`src/rtl/bus_datapath_pkg.sv`:
```
`default_nettype none
// ============================================================================
// Module   : bus_datapath_pkg
// Purpose  : Shared definitions for the SimpleCPU datapath, controller and
//            decoder: default widths, SP reset value, register-select codes
//            and a small helper for bus-contention detection.
// Ports    : none (package)
// Revision : 1.0 - initial release
// ============================================================================
package bus_datapath_pkg;

  localparam int              DP_WIDTH    = 16;
  localparam int              DP_PC_W     = 8;
  localparam int              DP_OPND_W   = 8;
  localparam logic [15:0]     DP_SP_RESET = 16'h00FF;
  localparam int              DP_N_SRC    = 8;

  // Register-select codes carried in instruction operands. Code 0 means the
  // operand refers to memory through MAR rather than a data register.
  typedef enum logic [2:0] {
    SEL_MAR = 3'd0,
    SEL_DR0 = 3'd1,
    SEL_BP  = 3'd2,
    SEL_SP  = 3'd3,
    SEL_DR1 = 3'd4
  } reg_sel_e;

  // True when two or more bits of v are set: clearing the lowest set bit
  // leaves something behind only if another bit was also set.
  function automatic logic more_than_one(input logic [DP_N_SRC-1:0] v);
    return (v & (v - {{(DP_N_SRC-1){1'b0}}, 1'b1})) != '0;
  endfunction

endpackage : bus_datapath_pkg
`default_nettype wire

```
`src/rtl/bus_datapath_if.sv`:
```
`default_nettype none
// ============================================================================
// Module   : bus_datapath_if
// Purpose  : Strobe and data bundle between the control unit (master) and
//            the register/bus datapath (slave).
// Ports    : e*/i* strobes, ipc/epc, instruction/RAM/ALU data in;
//            pc, cmd, reg0, alu_b, RAM address/data/write-enable, bus and
//            bus_err out of the datapath.
// Revision : 1.0 - initial release
// ============================================================================
interface bus_datapath_if #(
  parameter int WIDTH = 16,
  parameter int PC_W  = 8
);
  logic             idr_0, edr_0, idr_1, edr_1;
  logic             idr_bp, edr_bp, idr_sp, edr_sp;
  logic             iir, eir, imar, emar, iaddr;
  logic             iram, eram, ialu, ealu, ipc, epc;
  logic [WIDTH-1:0] instr_data, ram_rdata, alu_result;

  logic [PC_W-1:0]  pc;
  logic [WIDTH-1:0] cmd, reg0, alu_b, ram_addr, ram_wdata, bus;
  logic             ram_we, bus_err;

  modport master (
    output idr_0, edr_0, idr_1, edr_1, idr_bp, edr_bp, idr_sp, edr_sp,
           iir, eir, imar, emar, iaddr, iram, eram, ialu, ealu, ipc, epc,
           instr_data, ram_rdata, alu_result,
    input  pc, cmd, reg0, alu_b, ram_addr, ram_wdata, ram_we, bus, bus_err
  );

  modport slave (
    input  idr_0, edr_0, idr_1, edr_1, idr_bp, edr_bp, idr_sp, edr_sp,
           iir, eir, imar, emar, iaddr, iram, eram, ialu, ealu, ipc, epc,
           instr_data, ram_rdata, alu_result,
    output pc, cmd, reg0, alu_b, ram_addr, ram_wdata, ram_we, bus, bus_err
  );
endinterface : bus_datapath_if
`default_nettype wire

```
`src/rtl/bus_datapath_mux.sv`:
```
`default_nettype none
// ============================================================================
// Module   : bus_datapath_mux
// Purpose  : Priority selector for the shared internal bus plus contention
//            flag. Source 0 has the highest priority.
// Ports    : drv_en    in  8 source enables
//            drv_data  in  8 x WIDTH source words
//            bus       out WIDTH selected word (0 when nothing drives)
//            multi_drv out more than one enable active this cycle
// Revision : 1.0 - initial release
// ============================================================================
module bus_datapath_mux
  import bus_datapath_pkg::*;
#(
  parameter int WIDTH = DP_WIDTH
) (
  input  logic [DP_N_SRC-1:0]            drv_en,
  input  logic [DP_N_SRC-1:0][WIDTH-1:0] drv_data,
  output logic [WIDTH-1:0]               bus,
  output logic                           multi_drv
);

  // Walk from lowest to highest priority so the highest-priority enabled
  // source is the last assignment and wins.
  always_comb begin
    bus = '0;
    for (int i = DP_N_SRC - 1; i >= 0; i--) begin
      if (drv_en[i]) bus = drv_data[i];
    end
  end

  assign multi_drv = more_than_one(drv_en);

endmodule : bus_datapath_mux
`default_nettype wire

```
`src/rtl/bus_datapath.sv`:
```
`default_nettype none
// ============================================================================
// Module   : bus_datapath
// Purpose  : Register file and shared-bus responder for the SimpleCPU control
//            unit. e* strobes pick the bus source, i* strobes load targets
//            from the bus, IR loads from instruction memory, PC increments on
//            an ipc rising edge or loads from the bus on epc.
// Ports    : clk   in  rising-edge clock
//            reset in  asynchronous, active-low
//            bif   slave side of bus_datapath_if (strobes, data, results)
// Revision : 1.0 - initial release
// ============================================================================
module bus_datapath
  import bus_datapath_pkg::*;
#(
  parameter int               WIDTH    = DP_WIDTH,
  parameter int               PC_W     = DP_PC_W,
  parameter int               OPND_W   = DP_OPND_W,
  parameter logic [WIDTH-1:0] SP_RESET = DP_SP_RESET
) (
  input  logic           clk,
  input  logic           reset,
  bus_datapath_if.slave  bif
);

  logic [WIDTH-1:0] dr0_q, dr0_d, dr1_q, dr1_d, bp_q, bp_d, sp_q, sp_d;
  logic [WIDTH-1:0] mar_q, mar_d, addr_q, addr_d, ir_q, ir_d;
  logic [PC_W-1:0]  pc_q, pc_d;
  logic             ipc_q, ipc_d;
  logic             bus_err_q, bus_err_d;

  logic [WIDTH-1:0]               bus;
  logic                           multi_drv;
  logic [WIDTH-1:0]               eir_word;
  logic [DP_N_SRC-1:0]            drv_en;
  logic [DP_N_SRC-1:0][WIDTH-1:0] drv_data;

  assign eir_word = {{(WIDTH-OPND_W){1'b0}}, ir_q[OPND_W-1:0]};

  // Element 0 is the highest-priority source.
  assign drv_en   = {bif.ealu, bif.eram, bif.eir, bif.emar,
                     bif.edr_sp, bif.edr_bp, bif.edr_1, bif.edr_0};
  assign drv_data = {bif.alu_result, bif.ram_rdata, eir_word, mar_q,
                     sp_q, bp_q, dr1_q, dr0_q};

  bus_datapath_mux #(.WIDTH(WIDTH)) u_mux (
    .drv_en    (drv_en),
    .drv_data  (drv_data),
    .bus       (bus),
    .multi_drv (multi_drv)
  );

  always_comb begin
    dr0_d     = dr0_q;
    dr1_d     = dr1_q;
    bp_d      = bp_q;
    sp_d      = sp_q;
    mar_d     = mar_q;
    addr_d    = addr_q;
    ir_d      = ir_q;
    pc_d      = pc_q;
    ipc_d     = bif.ipc;
    bus_err_d = bus_err_q | multi_drv;

    // A register driving the bus while told to load keeps its value, even if
    // a higher-priority source has taken the bus.
    if (bif.idr_0  && !bif.edr_0)  dr0_d = bus;
    if (bif.idr_1  && !bif.edr_1)  dr1_d = bus;
    if (bif.idr_bp && !bif.edr_bp) bp_d  = bus;
    if (bif.idr_sp && !bif.edr_sp) sp_d  = bus;
    if (bif.imar   && !bif.emar)   mar_d = bus;
    if (bif.iaddr)                 addr_d = bus;
    if (bif.iir)                   ir_d  = bif.instr_data;

    // Load beats a simultaneous increment edge; the edge is still consumed
    // because ipc_q follows ipc regardless.
    if (bif.epc)                   pc_d = bus[PC_W-1:0];
    else if (bif.ipc && !ipc_q)    pc_d = pc_q + {{(PC_W-1){1'b0}}, 1'b1};
  end

  always_ff @(posedge clk or negedge reset) begin
    if (!reset) begin
      dr0_q     <= '0;
      dr1_q     <= '0;
      bp_q      <= '0;
      sp_q      <= SP_RESET;
      mar_q     <= '0;
      addr_q    <= '0;
      ir_q      <= '0;
      pc_q      <= '0;
      ipc_q     <= 1'b0;
      bus_err_q <= 1'b0;
    end else begin
      dr0_q     <= dr0_d;
      dr1_q     <= dr1_d;
      bp_q      <= bp_d;
      sp_q      <= sp_d;
      mar_q     <= mar_d;
      addr_q    <= addr_d;
      ir_q      <= ir_d;
      pc_q      <= pc_d;
      ipc_q     <= ipc_d;
      bus_err_q <= bus_err_d;
    end
  end

  assign bif.pc        = pc_q;
  assign bif.cmd       = ir_q;
  assign bif.reg0      = dr0_q;
  assign bif.alu_b     = bif.ialu ? bus : '0;
  assign bif.ram_addr  = addr_q;
  assign bif.ram_wdata = bus;
  assign bif.ram_we    = bif.iram;
  assign bif.bus       = bus;
  assign bif.bus_err   = bus_err_q;

endmodule : bus_datapath
`default_nettype wire

```
`src/flat_wrapper.sv`:
```
// flat-port wrapper written by rule: the top's interface ports become plain ports
module bus_datapath_flat import bus_datapath_pkg::*;
#(
  parameter int               WIDTH    = DP_WIDTH,
  parameter int               PC_W     = DP_PC_W,
  parameter int               OPND_W   = DP_OPND_W,
  parameter logic [WIDTH-1:0] SP_RESET = DP_SP_RESET
)
  (clk, reset, bif_idr_0, bif_edr_0, bif_idr_1, bif_edr_1, bif_idr_bp, bif_edr_bp, bif_idr_sp, bif_edr_sp, bif_iir, bif_eir, bif_imar, bif_emar, bif_iaddr, bif_iram, bif_eram, bif_ialu, bif_ealu, bif_ipc, bif_epc, bif_instr_data, bif_ram_rdata, bif_alu_result, bif_pc, bif_cmd, bif_reg0, bif_alu_b, bif_ram_addr, bif_ram_wdata, bif_ram_we, bif_bus, bif_bus_err);
  bus_datapath_if #(.WIDTH(WIDTH), .PC_W(PC_W)) bif_i ();
  input  logic clk;
  input  logic reset;
  input wire logic [$bits(bif_i.idr_0)-1:0] bif_idr_0;
  input wire logic [$bits(bif_i.edr_0)-1:0] bif_edr_0;
  input wire logic [$bits(bif_i.idr_1)-1:0] bif_idr_1;
  input wire logic [$bits(bif_i.edr_1)-1:0] bif_edr_1;
  input wire logic [$bits(bif_i.idr_bp)-1:0] bif_idr_bp;
  input wire logic [$bits(bif_i.edr_bp)-1:0] bif_edr_bp;
  input wire logic [$bits(bif_i.idr_sp)-1:0] bif_idr_sp;
  input wire logic [$bits(bif_i.edr_sp)-1:0] bif_edr_sp;
  input wire logic [$bits(bif_i.iir)-1:0] bif_iir;
  input wire logic [$bits(bif_i.eir)-1:0] bif_eir;
  input wire logic [$bits(bif_i.imar)-1:0] bif_imar;
  input wire logic [$bits(bif_i.emar)-1:0] bif_emar;
  input wire logic [$bits(bif_i.iaddr)-1:0] bif_iaddr;
  input wire logic [$bits(bif_i.iram)-1:0] bif_iram;
  input wire logic [$bits(bif_i.eram)-1:0] bif_eram;
  input wire logic [$bits(bif_i.ialu)-1:0] bif_ialu;
  input wire logic [$bits(bif_i.ealu)-1:0] bif_ealu;
  input wire logic [$bits(bif_i.ipc)-1:0] bif_ipc;
  input wire logic [$bits(bif_i.epc)-1:0] bif_epc;
  input wire logic [$bits(bif_i.instr_data)-1:0] bif_instr_data;
  input wire logic [$bits(bif_i.ram_rdata)-1:0] bif_ram_rdata;
  input wire logic [$bits(bif_i.alu_result)-1:0] bif_alu_result;
  output wire logic [$bits(bif_i.pc)-1:0] bif_pc;
  output wire logic [$bits(bif_i.cmd)-1:0] bif_cmd;
  output wire logic [$bits(bif_i.reg0)-1:0] bif_reg0;
  output wire logic [$bits(bif_i.alu_b)-1:0] bif_alu_b;
  output wire logic [$bits(bif_i.ram_addr)-1:0] bif_ram_addr;
  output wire logic [$bits(bif_i.ram_wdata)-1:0] bif_ram_wdata;
  output wire logic [$bits(bif_i.ram_we)-1:0] bif_ram_we;
  output wire logic [$bits(bif_i.bus)-1:0] bif_bus;
  output wire logic [$bits(bif_i.bus_err)-1:0] bif_bus_err;
  assign bif_i.idr_0 = bif_idr_0;
  assign bif_i.edr_0 = bif_edr_0;
  assign bif_i.idr_1 = bif_idr_1;
  assign bif_i.edr_1 = bif_edr_1;
  assign bif_i.idr_bp = bif_idr_bp;
  assign bif_i.edr_bp = bif_edr_bp;
  assign bif_i.idr_sp = bif_idr_sp;
  assign bif_i.edr_sp = bif_edr_sp;
  assign bif_i.iir = bif_iir;
  assign bif_i.eir = bif_eir;
  assign bif_i.imar = bif_imar;
  assign bif_i.emar = bif_emar;
  assign bif_i.iaddr = bif_iaddr;
  assign bif_i.iram = bif_iram;
  assign bif_i.eram = bif_eram;
  assign bif_i.ialu = bif_ialu;
  assign bif_i.ealu = bif_ealu;
  assign bif_i.ipc = bif_ipc;
  assign bif_i.epc = bif_epc;
  assign bif_i.instr_data = bif_instr_data;
  assign bif_i.ram_rdata = bif_ram_rdata;
  assign bif_i.alu_result = bif_alu_result;
  assign bif_pc = bif_i.pc;
  assign bif_cmd = bif_i.cmd;
  assign bif_reg0 = bif_i.reg0;
  assign bif_alu_b = bif_i.alu_b;
  assign bif_ram_addr = bif_i.ram_addr;
  assign bif_ram_wdata = bif_i.ram_wdata;
  assign bif_ram_we = bif_i.ram_we;
  assign bif_bus = bif_i.bus;
  assign bif_bus_err = bif_i.bus_err;
  bus_datapath #(.WIDTH(WIDTH), .PC_W(PC_W), .OPND_W(OPND_W), .SP_RESET(SP_RESET)) u_core (.clk(clk), .reset(reset), .bif(bif_i));
endmodule
```
`config.mk`:
```
export PLATFORM = sky130hd
export DESIGN_NAME = bus_datapath_flat
export DESIGN_NICKNAME = d
export VERILOG_FILES = /design/src/rtl/bus_datapath_pkg.sv /design/src/rtl/bus_datapath_if.sv /design/src/rtl/bus_datapath_mux.sv /design/src/rtl/bus_datapath.sv /design/src/flat_wrapper.sv
export SDC_FILE = /design/constraint.sdc
export NUM_CORES = 1
export LEC_CHECK = 0
export BUFFER_PORTS_ARGS = -buffer_cell sky130_fd_sc_hd__buf_2
export CAP_MARGIN = 10
export CORE_MARGIN = 4
export CORE_UTILIZATION = 48
export DETAILED_ROUTE_END_ITERATION = 10
export GPL_ROUTABILITY_DRIVEN = 0
export GPL_TIMING_DRIVEN = 0
export PLACE_DENSITY = 0.84
export SLEW_MARGIN = 20
export SYNTH_ARGS = -nofsm -noshare
export SYNTH_HDL_FRONTEND = slang
export SYNTH_HIERARCHICAL = 1
export SYNTH_SLANG_ARGS = --single-unit
```
`constraint.sdc`:
```
create_clock -name clk -period 2.5 [get_ports clk]
set_clock_uncertainty 0.15 [all_clocks]
set_input_delay 0.125 -clock clk [delete_from_list [all_inputs] [get_ports clk]]
set_output_delay 0.125 -clock clk [all_outputs]
set_load 0.05 [all_outputs]
```
==> tab_implementation.tex <==
\begin{tabular}{lr}
\hline
Metric & Value \\
\hline
\multicolumn{2}{l}{\textbf{Status}} \\
Run status & finished clean \\
\multicolumn{2}{l}{\textbf{Worst hold path}} \\
Sink of the worst hold path & u\_core/bif.bus\_err\$\_DFF\_PN0\_ \\
Startpoint of the most critical hold path & bif\_ealu \\
Kind of path behind the tightest hold check & in2reg \\
Cell count of the worst hold path & 4 \\
\multicolumn{2}{l}{\textbf{Route}} \\
Detailed-route DRC error count & 0 \\
1st-pass router iterations & 5 \\
Number of DRC markers in iteration 0 & between 300 and 400 \\
Drt via density & 5.70 \\
Routed length per instance & 19.9 µm \\
Detailed Route WL & 16.8 mm \\
Via count & between 4000 and 5000 \\
Number of nets with antenna violations after routing & 0 \\
\multicolumn{2}{l}{\textbf{Finish}} \\
Relative area change from synthesis to final layout & 35.6\% \\
Layout cells sized above 1 & 55.1\% \\
Area of combinational cells with multiple inputs & 0.00269 mm² \\
Register Area & a little over 0.003 mm² \\
Layout net count & 757 \\
Number of inserted diodes & 0 \\
Number of fill cells in the layout & 876 \\
\multicolumn{2}{l}{\textbf{Synth}} \\
Cell area after synthesis & 0.00587 mm² \\
Post-Synthesis Mean Instance Area & 12.5 µm² \\
Main synth FF type & sky130\_fd\_sc\_hd\_\_dfrtp\_1 \\
Synth top area cells & sky130\_fd\_sc\_hd\_\_dfrtp\_1, sky130\_fd\_sc\_hd\_\_mux2\_2, sky130\_fd\_sc\_hd\_\_dfstp\_2 \\
Warnings, synthesis & 6 \\
Number of flops mapped to enable cells by yosys & 0 \\
Ys async rst share & 100\% \\
Fraction of synthesized cell area taken by the top area cell type & 48.6\% \\
Synthesized-area fraction occupied by adder cells & 0.384\% \\
Complex-gate fraction of the synthesized area & 12.0\% \\
Cell type with the highest aggregate area in the netlist & sky130\_fd\_sc\_hd\_\_dfrtp\_1 \\
Post-synthesis share of cell area spent on and, or, nand and nor gates & around 8\% \\
Dominant combinational cell family by area after synthesis & multiplexers \\
Synthesized instance count & 470 \\
Fraction of the yosys area taken by sequential cells & 52.2\% \\
Post-synthesis mux area share & 21.7\% \\
Parity-gate share of the synthesized area counting xor and xnor cells & 0.298\% \\
Flop and latch count out of synthesis & $\sim$120 \\
Unique cell type count in the Yosys netlist & 50 \\
\multicolumn{2}{l}{\textbf{Setup path}} \\
Reg-to-reg setup timing slack & 0.70 ns \\
Sort of element at the start of the critical path & input port \\
Crit path max-delay cell type & sky130\_fd\_sc\_hd\_\_a31oi\_2 \\
Maximum single-stage delay on the critical path & 0.51 ns \\
Crit path max-delay family & buffers and inverters \\
Category of the most critical setup path & in2out \\
Data arrival time of the worst path & about 2.2 ns \\
Reg-to-reg startpoint & u\_core/sp\_q[10]\$\_DFFE\_PN0P\_ \\
Largest fanout on the critical path & 10 \\
Required arrival time at the worst endpoint & 2.23 ns \\
Cells along the critical path & buf\_2 > nor2\_2 > clkbuf\_2 > o2111ai\_1 > a31oi\_2 > and2\_1 > buf\_2 \\
Most common cell type on the critical path & sky130\_fd\_sc\_hd\_\_buf\_2 \\
Combined buffer and inverter count along the critical path & 3 \\
Endpoint of the worst-slack reg-to-reg timing path & u\_core/mar\_q[10]\$\_DFFE\_PN0P\_ \\
Sort of element at the end of the critical path & output port \\
Number of cells on the worst reg-to-reg path & 4 \\
\multicolumn{2}{l}{\textbf{Timing}} \\
Max-slew headroom at the worst pin & 53.0\% \\
Total of endpoints with negative setup slack in the final report & 0 \\
Sum Neg Setup Slack & 0 ns \\
Actual transition at the worst max-transition pin & 0.704 ns \\
Final setup margin & 0.0366 ns \\
Max Fclk & approximately 410 MHz \\
Max-slew violations & 0 \\
Final critical-path share of the clock period & 98.5\% \\
Unrepaired setup endpoints after global routing & no \\
Count of final hold-check violations & 0 \\
Minimum period implied by the final worst setup slack & 2.46 ns \\
\multicolumn{2}{l}{\textbf{Pwr}} \\
Total power of the final layout & 9870 µW \\
Worst ir drop on vdd & 778 µV \\
Standby leakage power & 0.00345 µW \\
Power Density & 1240 mW/mm² \\
\multicolumn{2}{l}{\textbf{Clock tree}} \\
Number of sinks on the clock net & 122 \\
TritonCTS buffer count & 17 \\
Clk root buf & sky130\_fd\_sc\_hd\_\_clkbuf\_16 \\
CTS tree & built \\
Total number of H-tree levels & 4 \\
Maximum clock insertion buffer count & 2 \\
Latest clock arrival within the worst-skew pair & between 0.4 and 0.5 ns \\
Clock transition at path regs & roughly 0.05 ns \\
\multicolumn{2}{l}{\textbf{Floorplan}} \\
Total Die Area & roughly 0.014 mm² \\
Total number of placement rows & 40 \\
Die Wd & between 100 and 150 µm \\
Overall die height & approximately 120 µm \\
Initial core utilization & 48.9\% \\
Placeable core region & 0.0120 mm² \\
Top-level port count & 175 \\
\multicolumn{2}{l}{\textbf{Global route}} \\
Maximum number of pins on one net before global-route repair & 79 \\
First-pass GRT wire length & $\sim$27 mm \\
Vias in the first global route & around 5200 \\
Met1 GRT Util & 29.0\% \\
Overflow left after global routing & 0 \\
Antenna violations before repair & 0 \\
Global-route layer with the greatest usage & met2 \\
Aggregate global-route resource usage & 24.3\% \\
Met3 routing resource usage after global routing & 6.32\% \\
Met2 usage in global routing & 42.8\% \\
\multicolumn{2}{l}{\textbf{Placement}} \\
Worst slack at placement & -0.182 ns \\
Placed wire-length estimate & between 10 and 15 mm \\
Total of buffers placed on input and output ports & $\sim$170 \\
\multicolumn{2}{l}{\textbf{Flow run}} \\
Max-cap violation count & 0 \\
\hline
\end{tabular}
-- worst min-delay path, cell delays in order --
cell	delay, ns
sky130_fd_sc_hd__buf_2	0.13
sky130_fd_sc_hd__a222oi_1	0.09
sky130_fd_sc_hd__o21ai_1	0.09
sky130_fd_sc_hd__or2_2	0.11
-- registers in the layout, indices dropped and copies added, names as in the netlist --
register             count
u_core/bif.bus_err       1
u_core/bif.cmd          16
u_core/bif.pc            8
u_core/bif.ram_addr     16
u_core/bif.reg0         16
u_core/bp_q             16
u_core/dr1_q            16
u_core/ipc_q             1
u_core/mar_q            16
u_core/sp_q             16
-- Yosys cell counts, types with 4 or more instances --
cell,n
sky130_fd_sc_hd__nand2b_1,21
sky130_fd_sc_hd__o22ai_1,14
sky130_fd_sc_hd__dfstp_2,8
sky130_fd_sc_hd__and2_1,16
sky130_fd_sc_hd__o211ai_1,4
sky130_fd_sc_hd__inv_1,5
sky130_fd_sc_hd__nand3_1,6
sky130_fd_sc_hd__buf_2,15
sky130_fd_sc_hd__a21oi_1,5
sky130_fd_sc_hd__clkbuf_1,12
sky130_fd_sc_hd__a31oi_1,16
sky130_fd_sc_hd__buf_4,18
sky130_fd_sc_hd__a22oi_1,14
sky130_fd_sc_hd__or4_1,4
sky130_fd_sc_hd__o2111ai_1,15
sky130_fd_sc_hd__nand2_1,14
sky130_fd_sc_hd__a221o_1,14
sky130_fd_sc_hd__dfrtp_1,114
sky130_fd_sc_hd__mux2_2,112
-- cell families (layout without fill, tap and decap cells) --
logic type | Yosys count | after routing
AOI/OAI and AO/OA | 94 | 94
xor gates and xnor gates | 2 | 2
DFF | 122 | 122
buffers and inverters | 55 | 278
muxes | 113 | 113
adders and majority gates | 2 | 2
other | 1 | 8
and+or+nand+nor | 81 | 81
-- per-layer routing --
| metal | vias to the layer above | wire, µm | part of all wire, % |
|---|---|---|---|
| met5 | - | 0 | 0 |
| met3 | 19 | 1200 | 7.1 |
| met1 | 2409 | 6840 | 41 |
| met4 | 0 | 228 | 1.4 |
| met2 | 223 | 8580 | 51 |
| li1 | 2175 | - | - |
-- how the worst max path moves through the flow --
stage | from | end | cells after the start
3_3_place_gp | reset | u_core/bif.ram_addr[15]$_DFFE_PN0P_ | 1
4_1_cts | bif_edr_sp | bif_alu_b[5] | 7
3_5_place_dp | bif_edr_sp | bif_alu_b[5] | 7
5_1_grt | bif_edr_sp | bif_alu_b[7] | 7
2_1_floorplan | u_core/bif.cmd[4]$_DFFE_PN0P_ | bif_alu_b[4] | 3
6_report | bif_edr_sp | bif_alu_b[7] | 7
-- cell usage in the layout (no fill, tap or decap), types with 4 or more instances in the layout --
cell,synthesis,layout
sky130_fd_sc_hd__buf_2,15,186
sky130_fd_sc_hd__dfrtp_1,114,114
sky130_fd_sc_hd__mux2_2,112,112
sky130_fd_sc_hd__nand2b_1,21,21
sky130_fd_sc_hd__dlygate4sd3_1,0,19
sky130_fd_sc_hd__buf_4,18,18
sky130_fd_sc_hd__clkbuf_16,0,17
sky130_fd_sc_hd__and2_1,16,16
sky130_fd_sc_hd__o2111ai_1,15,15
sky130_fd_sc_hd__nand2_1,14,14
sky130_fd_sc_hd__a221o_1,14,14
sky130_fd_sc_hd__a22oi_1,14,14
sky130_fd_sc_hd__o22ai_1,14,14
sky130_fd_sc_hd__clkbuf_1,12,10
sky130_fd_sc_hd__dfstp_2,8,8
sky130_fd_sc_hd__conb_1,1,8
sky130_fd_sc_hd__a31oi_2,0,8
sky130_fd_sc_hd__a31oi_4,0,7
sky130_fd_sc_hd__nand3_1,6,6
sky130_fd_sc_hd__clkbuf_8,0,5
sky130_fd_sc_hd__inv_1,5,5
sky130_fd_sc_hd__a21oi_1,5,5
sky130_fd_sc_hd__o211ai_1,4,4
sky130_fd_sc_hd__or4_1,4,4
-- power by group --
part	switching, µW	internal (µW)	total (µW)
clock network	858	1700	2560
logic	2850	1310	4170
registers	426	2720	3150
-- through the flow --
| stage | instance area (µm²) | hold WS [ns] | utilization [%] | cells |
|---|---|---|---|---|
| finish | 7960 | 0.0274 | 66.3 | 847 |
| global route | 7960 | 0.0538 | 66.3 | 847 |
| CTS | 7930 | 0.00754 | 66.0 | 847 |
| detailed placement | 7070 | -0.0662 | 58.9 | 796 |
| global placement | 7040 | 0.156 | 58.6 | 795 |
| floorplan | 6000 | -0.321 | - | 477 |
-- cell type report --
| class | instances | area share [%] |
|---|---|---|
| sequential | 122 | 38.5 |
| multi-input combinational | 300 | 33.8 |
| timing repair buffer | 191 | 13.6 |
| clock buffer | 23 | 6.25 |
| buffer | 48 | 3.60 |
| tap | 147 | 2.31 |
| clock inverter | 9 | 1.71 |
| inverter | 7 | 0.330 |
-- what timing repair did --
item	CTS	global route
pin swaps	0	0
endpoints found under the hold margin	138	0
setup buffers	0	0
endpoints found under the setup margin	29	9
hold buffers	19	0
gates resized for setup	6	6
gates cloned	0	0
Power figures use the tool's default switching activity.
